<file path="src/rtl/sync_fifo.sv">
`default_nettype none
// ============================================================================
//  Module      : sync_fifo
//  Description : Single-clock first-word-fall-through FIFO with optional
//                rising-edge request detection, almost-full/almost-empty
//                thresholds, synchronous flush and sticky overflow/underflow.
//  Revision    : 1.0 - initial release
// ============================================================================
module sync_fifo #(
  parameter int FIFO_DATASIZE = 51,
  parameter int FIFO_ADDRSIZE = 2,
  parameter int PULSE_MODE    = 1,
  parameter int AF_TH         = (2 ** FIFO_ADDRSIZE) - 1,
  parameter int AE_TH         = 1
) (
  input  logic                     clk,
  input  logic                     rst,
  input  logic                     flush,
  input  logic                     push,
  input  logic [FIFO_DATASIZE-1:0] wdata,
  output logic                     full,
  output logic                     almost_full,
  input  logic                     pop,
  output logic [FIFO_DATASIZE-1:0] rdata,
  output logic                     empty,
  output logic                     almost_empty,
  output logic [FIFO_ADDRSIZE:0]   count,
  output logic                     overflow,
  output logic                     underflow
);

  localparam int DEPTH = 2 ** FIFO_ADDRSIZE;

  localparam logic [FIFO_ADDRSIZE:0]   c_depth   = (FIFO_ADDRSIZE + 1)'(DEPTH);
  localparam logic [FIFO_ADDRSIZE:0]   c_af_th   = (FIFO_ADDRSIZE + 1)'(AF_TH);
  localparam logic [FIFO_ADDRSIZE:0]   c_ae_th   = (FIFO_ADDRSIZE + 1)'(AE_TH);
  localparam logic [FIFO_ADDRSIZE:0]   c_cnt_one = (FIFO_ADDRSIZE + 1)'(1);
  localparam logic [FIFO_ADDRSIZE-1:0] c_ptr_one = FIFO_ADDRSIZE'(1);

  // Storage is never cleared: pointers and count alone define validity.
  logic [FIFO_DATASIZE-1:0] r_mem [DEPTH];

  logic [FIFO_ADDRSIZE-1:0] r_wptr;
  logic [FIFO_ADDRSIZE-1:0] r_rptr;
  logic [FIFO_ADDRSIZE:0]   r_count;
  logic                     r_overflow;
  logic                     r_underflow;

  logic w_push_eff;
  logic w_pop_eff;
  logic w_wr_en;
  logic w_rd_en;

  // Request qualification: edge-detected or level-sensitive.
  if (PULSE_MODE != 0) begin : g_pulse
    logic r_push_q;
    logic r_pop_q;

    // Previous request levels; flush deliberately leaves these untouched so
    // a held request does not re-trigger after a flush.
    always_ff @(posedge clk or posedge rst) begin
      if (rst) begin
        r_push_q <= 1'b0;
        r_pop_q  <= 1'b0;
      end else begin
        r_push_q <= push;
        r_pop_q  <= pop;
      end
    end

    assign w_push_eff = push & ~r_push_q;
    assign w_pop_eff  = pop  & ~r_pop_q;
  end else begin : g_level
    assign w_push_eff = push;
    assign w_pop_eff  = pop;
  end

  // Status flags come from the registered occupancy only.
  assign full         = (r_count == c_depth);
  assign empty        = (r_count == '0);
  assign almost_full  = (r_count >= c_af_th);
  assign almost_empty = (r_count <= c_ae_th);

  assign w_wr_en = w_push_eff & ~full  & ~flush;
  assign w_rd_en = w_pop_eff  & ~empty & ~flush;

  // Write port: store incoming data at the write pointer.
  always_ff @(posedge clk) begin
    if (w_wr_en) begin
      r_mem[r_wptr] <= wdata;
    end
  end

  // Pointer and occupancy bookkeeping; flush takes priority over requests.
  always_ff @(posedge clk or posedge rst) begin
    if (rst) begin
      r_wptr  <= '0;
      r_rptr  <= '0;
      r_count <= '0;
    end else if (flush) begin
      r_wptr  <= '0;
      r_rptr  <= '0;
      r_count <= '0;
    end else begin
      if (w_wr_en) begin
        r_wptr <= r_wptr + c_ptr_one;
      end
      if (w_rd_en) begin
        r_rptr <= r_rptr + c_ptr_one;
      end
      case ({w_wr_en, w_rd_en})
        2'b10:   r_count <= r_count + c_cnt_one;
        2'b01:   r_count <= r_count - c_cnt_one;
        default: r_count <= r_count;
      endcase
    end
  end

  // Sticky error flags: a rejected push/pop latches until flush or reset.
  always_ff @(posedge clk or posedge rst) begin
    if (rst) begin
      r_overflow  <= 1'b0;
      r_underflow <= 1'b0;
    end else if (flush) begin
      r_overflow  <= 1'b0;
      r_underflow <= 1'b0;
    end else begin
      if (w_push_eff & full) begin
        r_overflow <= 1'b1;
      end
      if (w_pop_eff & empty) begin
        r_underflow <= 1'b1;
      end
    end
  end

  // Head entry falls through combinationally; forced to zero when empty.
  assign rdata     = empty ? '0 : r_mem[r_rptr];
  assign count     = r_count;
  assign overflow  = r_overflow;
  assign underflow = r_underflow;

endmodule
`default_nettype wire

</file>
<file path="config.mk">
export PLATFORM = sky130hd
export DESIGN_NAME = sync_fifo
export DESIGN_NICKNAME = d
export VERILOG_FILES = /design/src/rtl/sync_fifo.sv
export SDC_FILE = /design/constraint.sdc
export NUM_CORES = 1
export LEC_CHECK = 0
export ABC_AREA = 0
export CORE_MARGIN = 1
export CORE_UTILIZATION = 65
export CTS_CLUSTER_DIAMETER = 50
export CTS_CLUSTER_SIZE = 12
export DETAILED_ROUTE_END_ITERATION = 12
export DONT_BUFFER_PORTS = 1
export PLACE_DENSITY = 0.87
export SETUP_SLACK_MARGIN = 0.02
export SLEW_MARGIN = 30
export SYNTH_ARGS = -nofsm -noshare
export SYNTH_HDL_FRONTEND = slang
export SYNTH_SLANG_ARGS = --single-unit
</file>
<file path="constraint.sdc">
create_clock -name clk -period 6.8 [get_ports clk]
set_clock_uncertainty 0.15 [all_clocks]
set_input_delay 0.34 -clock clk [delete_from_list [all_inputs] [get_ports clk]]
set_output_delay 0.34 -clock clk [all_outputs]
set_load 0.05 [all_outputs]
</file>
# Word-level counts from Yosys, hierarchy flattened
# Memory sizes are Yosys's and may differ from the RTL's.
# Cells that the tools add are included.
# word_totals
reg_bits,11
ramBits,204
output_inout_bits,60
n_memories,1
# op_classes
add_sub_neg,4
order_cmp,2
eq_ne,3
muxes,13
bitwise,13
n_reduce_logical,6
# memory_table
name,depth,width,rd,rd_clocked_by_memory_dff,write_ports,line_no,rtl
r_mem,4,51,1,0,1,41,logic [FIFO_DATASIZE-1:0] r_mem [DEPTH];
# op_table
cell,n
two-way mux 51 bit,1
bitwise AND 1 bit,8
two-way mux 2 bit,4
nonzero test 2 bit,4
two-way mux 1 bit,6
case mux 3 bit (2 select lines),1
inverter 1 bit,5
"adder 2 x 1 -> 2 bit, second input constant",2
"adder 3 x 1 -> 3 bit, second input constant",1
"equality test 3 bit, second input constant",1
"greater-or-equal comparator 3 x 2 -> 1 bit, second input constant",1
"<= comparator 3 x 1 -> 1 bit, second input constant",1
logical NOT 3 bit,1
two-way mux 3 bit,1
nonzero test 3 bit,1
"subtractor 3 x 1 -> 3 bit, second input constant",1
"equality test 2 x 1 -> 1 bit, second input constant",1
"equality test 2 bit, second input constant",1

# Longest topological paths before layout
# logic_depth
word_depth,7
mapped_depth,8
depth_no_buf,6

# Worst setup path before layout
# Ideal clock, no wire load.
# synth_timing
path_kind,reg2reg
from,"register r_count[0], in the netlist count[0]"
to,"memory r_mem[0][0], enable pin"
setup_ps,414
arrival_time_ps,2769
t_required_ps,6236
slack_ps,3467
stages_incl_launch_ff,7
n_path_buf,0
period_less_slack_ps,3333
path_cell_list,dfrtp_1 -> inv_1 -> ha_1 -> nand2_1 -> nand2_2 -> nor2_1 -> and2_1
# synth_between
elab_chain_cells,6
# synth_lines
item,line_no,rtl
start: declaration,45,logic [FIFO_ADDRSIZE:0] r_count;
start signal: assignment,112,2'b10: r_count <= r_count + c_cnt_one;
start signal: assignment,113,2'b01: r_count <= r_count - c_cnt_one;
start signal: assignment,114,default: r_count <= r_count;
equality test 3 bit,79,assign full = (r_count == c_depth);
inverter 1 bit,84,assign w_wr_en = w_push_eff & ~full & ~flush;
bitwise AND 1 bit (2 in series),84,
two-way mux 1 bit,89,if (w_wr_en) begin
two-way mux 1 bit (not written as such),90,r_mem[r_wptr] <= wdata;
end: declaration,41,
# No other way between the ends.

# Worst setup path in the final report
# layout_timing
from,"register r_count[0], in the netlist count[0]"
to,output port rdata[7]
# layout_between
elab_chain_cells,2
# layout_lines
item,line_no,rtl
logical NOT 3 bit,80,assign empty = (r_count == '0);
via empty,25,"output logic empty,"
two-way mux 51 bit,138,assign rdata = empty ? '0 : r_mem[r_rptr];
end: declaration,24,"output logic [FIFO_DATASIZE-1:0] rdata,"
# The timed path passes the listed nets, and every way through them passes these cells.

==> results.tsv <==
stage	metric	value	unit
floorplan	io_pins	116	
worst_setup_path	rrSetupSlack	3350	ps
grt	grt_pass1_vias	4058	
drt	viasPerCell	6.06	
final_layout	final_area	9770	um2
drt	drt_iter0_markers	386	
clock_tree	cts-root-buf	clkbuf_16	
synth	ys.flop_type	edfxtp_1	
synth	synth_nets	460	
place	gp_congestion	0.734	
synth	netlist_area	8400	um2
floorplan	initial_core_util	0.665	
power_and_ir_drop	ir_worst_vdd	0.305	mV
clock_tree	cts-buffers-inserted	22	
final_layout	nets	526	
worst_setup_path	cp_slowest_stage_delay	870	ps
flow_run	drv_cap	0	
power_and_ir_drop	power_density	358	nW/um2
grt	antenna_found_initial	0	
timing	rsz0062_at_grt	no	
synth	yosysTopAreaCellShare	0.730	
final_layout	num_antenna_cells	0	
worst_setup_path	r2r_end	r_mem[3][35]$_DFFE_PP_	
worst_setup_path	cp_slowest_cell	nor2b_1	
synth	synth-async-reset-ratio	0.0512	
worst_setup_path	setup.worst_path.end	rdata[7]	
worst_setup_path	critPathRequiredTime	6310	ps
drt	wl_per_cell	24.0	um
worst_setup_path	path_cells	inv_1, ha_1, nor2b_4, buf_4, nor2b_1	
drt	drc_errors	0	
grt	grt_pass1_wl	23000	um
floorplan	fp.dieH	116	um
synth	synthTopCellsByCount	edfxtp_1, mux4_2, nor2b_1	
drt	ant_nets	0	
grt	grt_use_total	0.237	
worst_setup_path	critical_path.top_delay_family	simple AND/OR/NAND/NOR gates	
timing	fin_crit	3600	ps
final_layout	final_core_util	0.774	
grt	grt_remaining_overflow	0	
synth	synth_edf_count	204	
clock_tree	cts_tree	yes	
synth	yosys-top-cells-area	edfxtp_1, mux4_2, nor2b_1	
synth	avgSynthCellArea	21.3	um2
timing	slew_headroom	0.334	
timing	slew_viol_final	0	
min_path	hp-start	push	
worst_setup_path	worstReg2RegStart	count[0]$_DFFE_PP0P_	
place	dp.cells	554	
final_layout	area_growth	16.3	%
clock_tree	clk_pin_slew_worst_paths	60	ps
timing	post-route-period-util	0.529	
synth	synth_most_common_cell	edfxtp_1	
worst_setup_path	cp_max_fo	55	
drt	met1Wirelength	5850	um
synth	ys_ff_latch	215	
drt	dr_wl_met2	7990	um
place	port_buffers	0	
worst_setup_path	path_depth	5	
clock_tree	clk_path_buf_depth	3	
min_path	min_path_type	in2reg	
place	place_area	8580	um2
worst_setup_path	cp-end-kind	primary output	
clock_tree	cts_max_level	1	
floorplan	die_area	13400	um2
synth	synthCells	395	
drt	routed.top_layer	met4	
drt	routed-wl-met3	1200	um
power_and_ir_drop	power.static_leakage	3.13	nW
final_layout	fin_cells	640	
worst_setup_path	worstSetupStartpointType	flip-flop	
timing	worst_slew_pin_slew	997	ps
floorplan	die_w	116	um
floorplan	row_count	41	
timing	setup_viol	0	
synth	synth_top_cell_by_area	edfxtp_1	
timing	max_clock_freq	0.278	GHz
drt	vias	3880	
synth	ys_seq_area_frac	0.762	
worst_setup_path	cp_num_buf_inv	2	
place	dp_hpwl	8290	um
worst_setup_path	critPathLaunch	count[0]$_DFFE_PP0P_	
timing	fin_ws	3200	ps
timing	setup_tns	0	ps
clock_tree	clock_sinks	215	
worst_setup_path	cp_data_arrival_time	3110	ps
synth	ys_warn_count	0	
clock_tree	clock_latency	480	ps
worst_setup_path	path_class	reg2out	
synth	synth.distinct_cells	28	
final_layout	drive_above_1_share	0.207	
run_status	status	completed	
drt	first_pass_iters	5	
worst_setup_path	reg2reg_depth	7	
place	place_ws	3330	ps
drt	wirelength	15400	um
floorplan	fp.coreArea	12600	um2
grt	grt_max_degree	56	
timing	hold_viol_final	0	
## metrics by stage
stage | total power (W) | hold slack (ps)
2_1_floorplan | 0.00233 | 42.4
3_3_place_gp | 0.00239 | 86.7
3_5_place_dp | 0.00241 | 93.9
4_1_cts | 0.00351 | 90.0
5_1_grt | 0.00361 | 116
6_report | 0.00350 | 103
## worst min-delay path: cells and delay by family
kind	cells	cell delay [ps]
and+or+nand+nor	2	290
AOI/OAI and AO/OA	1	60
## sequential cells by signal, summed over array words and instances (netlist names)
signal and cells:
g_pulse.r_pop_q 1, g_pulse.r_push_q 1, count 3, underflow 1, r_mem 204, overflow 1, r_wptr 2, r_rptr 2
## timing repair
action,4_1_cts,5_1_grt
endpoints found under the hold margin,226,0
buffers inserted,0,0
resized for setup,0,0
hold buffers,55,0
## final cells by class
type / instances / area (um2)
clock buffer: 29 / 598
inverter: 7 / 26.3
fill: 677 / 2850
multi-input combinational: 153 / 1870
timing repair buffer: 62 / 623
clock inverter: 2 / 27.5
tap: 172 / 215
sequential: 215 / 6410
## cells by family after synthesis
| kind of cell | share of synthesized area |
|---|---|
| AND/OR/NAND/NOR | 0.0538 |
| AO/OA/AOI/OAI | 0.00894 |
| adder cells (fa/ha/maj) | 0.0148 |
| buffers and inverters | 0.0167 |
| XOR/XNOR | 0.00522 |
| flip-flops | 0.762 |
| multiplexers | 0.138 |
## layer usage
metal / global-route usage / up-vias
li1: - / 1685
met1: 0.331 / 1971
met2: 0.395 / 192
met3: 0.0434 / 32
met4: 0.0615 / 0
met5: 0 / -
## layout by cell type, fill, tap and decap left out, types with 3 or more instances in the layout
cell type,n
and2_2,4
and2b_1,3
nor2b_1,48
ha_1,9
a21oi_1,7
inv_1,7
xnor2_1,5
buf_4,6
mux4_2,51
edfxtp_1,204
clkbuf_16,23
nor2_1,8
dlygate4sd3_1,55
clkbuf_1,6
dfrtp_1,9
## how the worst min path moves through the flow
stage,cells after the start,to
floorplan,1,count[0]$_DFFE_PP0P_
global placement,1,g_pulse.r_pop_q$_DFF_PP0_
detailed placement,1,g_pulse.r_pop_q$_DFF_PP0_
CTS,3,r_wptr[1]$_DFFE_PP0P_
global route,2,count[0]$_DFFE_PP0P_
finish,3,r_wptr[1]$_DFFE_PP0P_
## power by group
part / internal (W) / switching, W
Combinational: 0.000194 / 0.000690
Clock: 0.000614 / 0.000458
Sequential: 0.00148 / 0.0000575
Power figures use the tool's default switching activity.
